===== config.mk =====
export PLATFORM = sky130hd
export DESIGN_NAME = socket_wr_arbiter
export DESIGN_NICKNAME = d
export VERILOG_FILES = /design/src/rtl/socket_pkg.sv /design/src/rtl/rr_picker.sv /design/src/rtl/socket_wr_arbiter.sv
export SDC_FILE = /design/constraint.sdc
export NUM_CORES = 1
export LEC_CHECK = 0
export BUFFER_PORTS_ARGS = -buffer_cell sky130_fd_sc_hd__buf_4
export CAP_MARGIN = 20
export CORE_MARGIN = 5
export CORE_UTILIZATION = 30
export CTS_CLUSTER_DIAMETER = 150
export CTS_CLUSTER_SIZE = 28
export DETAILED_ROUTE_END_ITERATION = 6
export PLACE_DENSITY = 0.67
export SLEW_MARGIN = 20
export SYNTH_ARGS = -nofsm -noshare
export SYNTH_HDL_FRONTEND = slang
export SYNTH_HIERARCHICAL = 1
export SYNTH_SLANG_ARGS = --single-unit

===== constraint.sdc =====
create_clock -name i_clk -period 2 [get_ports i_clk]
set_input_delay 0.3 -clock i_clk [delete_from_list [all_inputs] [get_ports i_clk]]
set_output_delay 0.3 -clock i_clk [all_outputs]
set_load 0.03 [all_outputs]

===== src/rtl/socket_pkg.sv =====
// rtl/socket_pkg.sv - shared types and width helper for the socket write arbiter
package socket_pkg;

  typedef enum logic {ST_IDLE, ST_GRANT} arb_state_t;

  // Width helper that never returns zero, so 1-entry counters still get a bit.
  function automatic int clog2_min1(input int n);
    int w;
    w = $clog2(n);
    return (w < 1) ? 1 : w;
  endfunction

endpackage


===== src/rtl/rr_picker.sv =====
// rtl/rr_picker.sv - combinational first-set search starting at a rotating pointer
module rr_picker
  import socket_pkg::*;
#(
  parameter int NUM_REQ = 4,
  parameter int PTR_W   = clog2_min1(NUM_REQ)
) (
  input  logic [NUM_REQ-1:0] i_req,
  input  logic [PTR_W-1:0]   i_ptr,
  output logic               o_found,
  output logic [PTR_W-1:0]   o_idx
);

  // Explicit wrap so non-power-of-two NUM_REQ never indexes past the top.
  function automatic logic [PTR_W-1:0] wrap_idx(input logic [PTR_W-1:0] p, input int off);
    int k;
    k = int'(p) + off;
    if (k >= NUM_REQ) k = k - NUM_REQ;
    return k[PTR_W-1:0];
  endfunction

  always_comb begin
    o_found = 1'b0;
    o_idx   = '0;
    for (int off = 0; off < NUM_REQ; off++) begin
      if (!o_found && i_req[wrap_idx(i_ptr, off)]) begin
        o_found = 1'b1;
        o_idx   = wrap_idx(i_ptr, off);
      end
    end
  end

endmodule


===== src/rtl/socket_wr_arbiter.sv =====
// rtl/socket_wr_arbiter.sv - round-robin burst arbiter feeding one socket FIFO write port
module socket_wr_arbiter
  import socket_pkg::*;
#(
  parameter int DATA_WIDTH = 8,
  parameter int NUM_REQ    = 4,
  parameter int BURST_LEN  = 4
) (
  input  logic                          i_clk,
  input  logic                          i_rst,
  input  logic [NUM_REQ-1:0]            i_valid,
  input  logic [NUM_REQ*DATA_WIDTH-1:0] i_data,
  output logic [NUM_REQ-1:0]            o_ready,
  input  logic                          i_full,
  output logic                          o_wr_en,
  output logic [DATA_WIDTH-1:0]         o_data,
  output logic [NUM_REQ-1:0]            o_grant,
  output logic                          o_busy
);

  localparam int PTR_W = clog2_min1(NUM_REQ);
  localparam int CNT_W = clog2_min1(BURST_LEN + 1);

  arb_state_t       r_state, w_state_nxt;
  logic [PTR_W-1:0] r_rr_ptr, w_rr_ptr_nxt;
  logic [PTR_W-1:0] r_gnt_id, w_gnt_id_nxt;
  logic [CNT_W-1:0] r_burst_cnt, w_burst_cnt_nxt;

  logic             w_found;
  logic [PTR_W-1:0] w_pick_idx;
  logic             w_in_grant;
  logic             w_gnt_valid;
  logic             w_xfer;
  logic             w_last;

  rr_picker #(
    .NUM_REQ (NUM_REQ),
    .PTR_W   (PTR_W)
  ) u_picker (
    .i_req   (i_valid),
    .i_ptr   (r_rr_ptr),
    .o_found (w_found),
    .o_idx   (w_pick_idx)
  );

  assign w_in_grant  = (r_state == ST_GRANT);
  assign w_gnt_valid = i_valid[r_gnt_id];
  assign w_xfer      = w_in_grant & w_gnt_valid & ~i_full;
  assign w_last      = (r_burst_cnt == CNT_W'(BURST_LEN - 1));

  always_ff @(posedge i_clk or negedge i_rst) begin
    if (!i_rst) begin
      r_state     <= ST_IDLE;
      r_rr_ptr    <= '0;
      r_gnt_id    <= '0;
      r_burst_cnt <= '0;
    end else begin
      r_state     <= w_state_nxt;
      r_rr_ptr    <= w_rr_ptr_nxt;
      r_gnt_id    <= w_gnt_id_nxt;
      r_burst_cnt <= w_burst_cnt_nxt;
    end
  end

  always_comb begin
    w_state_nxt     = r_state;
    w_rr_ptr_nxt    = r_rr_ptr;
    w_gnt_id_nxt    = r_gnt_id;
    w_burst_cnt_nxt = r_burst_cnt;
    case (r_state)
      ST_IDLE: begin
        if (w_found) begin
          w_state_nxt  = ST_GRANT;
          w_gnt_id_nxt = w_pick_idx;
        end
      end
      ST_GRANT: begin
        // A dropped valid releases even with zero words moved; a full socket only stalls.
        if (!w_gnt_valid || (w_xfer && w_last)) begin
          w_state_nxt     = ST_IDLE;
          w_burst_cnt_nxt = '0;
          w_rr_ptr_nxt    = (r_gnt_id == PTR_W'(NUM_REQ - 1)) ? '0 : r_gnt_id + PTR_W'(1);
        end else if (w_xfer) begin
          w_burst_cnt_nxt = r_burst_cnt + CNT_W'(1);
        end
      end
      default: w_state_nxt = ST_IDLE;
    endcase
  end

  always_comb begin
    o_grant = '0;
    o_ready = '0;
    o_data  = '0;
    o_busy  = w_in_grant;
    o_wr_en = w_xfer;
    if (w_in_grant) begin
      o_grant = NUM_REQ'(1) << r_gnt_id;
      o_ready = i_full ? '0 : (NUM_REQ'(1) << r_gnt_id);
      o_data  = i_data[int'(r_gnt_id)*DATA_WIDTH +: DATA_WIDTH];
    end
  end

endmodule


### Word-level counts from Yosys, hierarchy flattened

Index checks and enable logic that the tools add are counted.

* output and inout bits: 18
* input bits: 39
* word-level logic and storage cells: 75
* register bits after elaboration: 8

* bitwise gates (word level): 4
* multiplexer cells: 32
* eq/ne operators: 2
* add/subtract/negate cells: 9
* shift operators: 2
* magnitude comparators: 9
* reduce and logical (&&, ||, !) cells: 13

Operators by type and width (count)
* 32-bit by 6-bit indexed part select with 8-bit output: 1
* 2-bit two-way mux: 9
* 2-bit by 3-bit < comparator with 1-bit output, second input constant: 5
* 4-bit two-way mux: 3
* 1-bit two-way mux: 11
* 1-bit binary-select mux with 2-bit select: 5
* 3-bit >= comparator, second input constant: 3
* 8-bit two-way mux: 1
* 2-bit by 1-bit subtractor with 2-bit output, second input constant: 4
* 2-bit by 2-bit adder with 3-bit output, second input constant: 2
* 3-bit two-way mux: 2
* 2-bit AND reduction: 3
* 1-bit logical AND: 4
* 1-bit logical NOT: 4
* 1-bit by 2-bit << shifter with 4-bit output, first input constant: 1
* 2-bit by 1-bit adder with 3-bit output, second input constant: 1
* 3-bit by 1-bit adder with 3-bit output, second input constant: 1
* 3-bit by 2-bit == test with 1-bit output, second input constant: 1
* 2-bit by 3-bit >= comparator with 1-bit output, second input constant: 1
* 2-bit by 1-bit adder with 2-bit output, second input constant: 1
* 1-bit bitwise AND: 2
* 2-bit == test, second input constant: 1
* 1-bit NOT: 2
* 1-bit one-hot mux with 2 select lines: 1
* 2 further kinds: 2

### Depth between registers and ports, before layout

* depth in word-level cells: 16
* mapped depth: 5
* depth with buffers taken out: 5

### Modules after synthesis

The synthesis kept the hierarchy.

Modules (own cells, without submodules)
* socket_wr_arbiter: area an instance 783.3 um^2, cells an instance 69, times used 1
* rr_picker: area an instance 77.6 um^2, cells an instance 15, times used 1

### Worst setup path before layout

No wires, ideal clock.

* kind: register to output
* start point: reg r_gnt_id[1]
* end point: out o_ready[1]
* data arrival time: 1584 ps
* path buffers: 1
* path slack: 116 ps
* cell stages (with the launch flop): 6
* cell sequence: dfrtp_1 > buf_4 > inv_1 > ha_1 > and2_1 > nor2b_1

* cells in the longest elaborated chain, start to end: 3

Ends and longest elaborated chain
* start: declaration: line socket_wr_arbiter.sv:26 `logic [PTR_W-1:0] r_gnt_id, w_gnt_id_nxt;`
* start signal: assignment: line socket_wr_arbiter.sv:60 `r_gnt_id <= w_gnt_id_nxt;`
* 1-bit by 2-bit << shifter with 4-bit output: line socket_wr_arbiter.sv:99 `o_ready = i_full ? '0 : (NUM_REQ'(1) << r_gnt_id);`
* 4-bit two-way mux: line socket_wr_arbiter.sv:99
* 4-bit two-way mux: line socket_wr_arbiter.sv:97 `if (w_in_grant) begin`
* end: declaration: line socket_wr_arbiter.sv:13 `output logic [NUM_REQ-1:0] o_ready,`

No other way between the ends.

### Worst setup path after layout

* start point: reg r_gnt_id[0]
* end point: out o_data[1]

* cells in the longest elaborated chain, start to end: 2

Ends and longest elaborated chain
* 32-bit by 6-bit indexed part select with 8-bit output: line socket_wr_arbiter.sv:100 `o_data = i_data[int'(r_gnt_id)*DATA_WIDTH +: DATA_WIDTH];`
* 8-bit two-way mux: line socket_wr_arbiter.sv:97
* end: declaration: line socket_wr_arbiter.sv:16 `output logic [DATA_WIDTH-1:0] o_data,`

No other way between the ends.

==> qor.yml <==
status: "completed"
cts_max_path_buffers: 2
coreArea_um2: 2760
die-area_um2: 4040
io_pins: 57
grt_pass1_wl_mm: 4.02
synthMuxAreaShare_pct: 29.9
hold_class: "input pin to async pin"
start_kind: "flop"
criticalPathCategory: "flop to output pin"
cap_violations: 0
grt_pass1_vias: 892
routed-via-count: 856
setup_viol: 0
endpoint: "o_data[1]"
yosysTopAreaCellShare_pct: 23.3
synthesis.nets: 129
ys_top_cells_by_count: "16 x and2_1, 11 x inv_1, 8 x dfrtp_1, 6 x ha_1, 6 x mux4_1"
synthesis.area_um2: 861
synth.distinct_cells: 27
synth_top_family_by_area: "multiplexers"
cp.arrival_ns: 1.66
finalHoldViolCount: 0
synth_edf_count: 0
insertion_delay_ns: 0.27
end_kind: "output pin"
synth_compound_area_share_pct: 12.1
cts_tree: "built"
ys_seq_elements: 8
avgSynthCellArea_um2: 10.2
yosysSeqAreaShare_pct: 23.3
ff2ff_setup_slack_ns: 0.21
grt_usage_pct: 12.5
timing.rr.start: "r_gnt_id[0]"
place_inst: 171
drt_iter0_markers: 25
cts_buffers: 3
drive_above_1_share_pct: 48.3
clk_pin_slew_worst_paths_ns: 0.06
port_buffers: 56
fin_util_pct: 49.6
grt_max_degree: 18
pre_cts_slack_ns: 0.285
dpl.hpwl_mm: 2.14
critical_path_required_ns: 1.70
p_leak_nw: 0.683
htree_levels: 1
ys_warn_count: 6
reg2reg_depth: 5
die_w_um: 63.6
tightest_slew_ns: 0.430
setup_slack_ns: 0.0368
drc: 0
area_growth_pct: 58.9
antenna_left: 0
cts_root_buf: "clkbuf_4"
num-nets-final: 192
post-synth-top-count-cell: "and2_1"
synthXorXnorAreaFrac_pct: 0
period_share_pct: 98.2
wirelength_mm: 2.49
initial_core_util_pct: 31.2
routedWlPerCell_um: 14.2
fmax_mhz: 509
p_per_area_nw_per_um2: 1290
max_slew_margin_pct: 71.3
clock_skew_ns: 0.0122
startpoint: "r_gnt_id[0]"
synthAdderAreaFrac_pct: 8.72
ir_worst_vdd_v: 0.000770
chipHeight_um: 63.6
yosys.area.top_type: "dfrtp_1"
clock-sinks: 8
diodes: 0
synthArstFlopShare_pct: 100
synth_cells: 84
rsz0062_at_grt: "yes"
slew_violations: 0
synth-simple-area-share_pct: 18.9
synth_ff_type: "dfrtp_1"
critPathMaxFanout: 8
gp_congestion: 0.761
num_rows: 19
overflow: 0
finalNonFillerCells: 176
via_per_inst: 4.86
synth.area.top_cells: "dfrtp_1 23%, mux4_1 18%, and2_1 12%"
antenna_found_initial: 0
reg2reg_to: "r_rr_ptr[1]"
drtPass1Iterations: 4
fin_crit_ns: 1.96
where the power goes:
group / switching, mW / total [mW] / leakage (nW) / internal (mW)
logic: 0.672 / 1.29 / 0.570 / 0.620
clock network: 0.0590 / 0.128 / 0.0138 / 0.0689
registers: 0.110 / 0.345 / 0.0993 / 0.234
total: 0.842 / 1.76 / 0.683 / 0.923
critical path, stage by stage (launching register included):
cell,delay [ns]
dfrtp_1,0.34
buf_4,0.17
mux4_1,0.55
and2_1,0.17
buf_4,0.16
worst min path at each step:
| stage | from | end | slack (ns) | cells after the start |
|---|---|---|---|---|
| after floorplan | i_rst | o_busy | 0.004 | 0 |
| after global placement | i_rst | r_burst_cnt[2] | 0.12 | 1 |
| after detailed placement | i_rst | r_burst_cnt[0] | 0.13 | 1 |
| after CTS | i_rst | r_burst_cnt[2] | 0.38 | 2 |
| after global routing | i_rst | r_burst_cnt[2] | 0.40 | 2 |
| final | i_rst | r_burst_cnt[2] | 0.38 | 2 |
repair_timing:
item / 4_1_cts / 5_1_grt
gates resized for setup: 0 / 1
endpoints found under the hold margin: 8 / 0
setup buffers: 1 / 0
pin swaps: 0 / 0
hold buffers: 1 / 0
endpoints found under the setup margin: 1 / 6
layout by cell type, fill, tap and decap left out, types with 2 or more instances in the layout:
cell type / instances
buf_4: 60
and2_1: 16
inv_1: 11
dfrtp_1: 7
mux4_1: 6
ha_1: 6
a21oi_1: 5
mux4_2: 3
nor2b_1: 3
nor2_1: 3
o21ai_0: 3
clkbuf_4: 3
nand2b_1: 2
nand2_1: 2
o22ai_1: 2
routing by layer:
layer	global-route usage [%]	vias to the layer above	part of all wire, %
met4	3.90	0	1.1
met1	12.2	400	36
met3	4.09	3	6.9
li1	-	425	-
met5	0	-	0
met2	24.1	28	56
sequential cells by signal, indices dropped and copies added (netlist names):
name,flops
r_burst_cnt,3
r_gnt_id,2
r_rr_ptr,2
o_busy,1
kinds of logic after synthesis:
kind of cell               Yosys count
AOI/OAI and AO/OA                   15
adders and majority gates            6
buffers and inverters               15
DFF                                  8
muxes                               12
and+or+nand+nor                     28
through the flow:
step | cell area, um2 | power, mW | hold WS, ns | setup TNS [ns]
after detailed placement | 1330 | 1.64 | 0.126 | 0
final | 1370 | 1.76 | 0.375 | 0
after global routing | 1370 | 1.90 | 0.401 | -0.115
after CTS | 1370 | 1.79 | 0.376 | 0
after global placement | 1330 | 1.60 | 0.123 | 0
after floorplan | 861 | 1.19 | 0.00441 | 0
cell type report:
cell class,instances,area [um2]
multi-input combinational,61,599
tap,31,38.8
inverter,12,45.0
fill,262,1390
clock buffer,3,22.5
timing repair buffer,61,460
sequential,8,201
No activity file was read; power rests on OpenSTA's default activity.
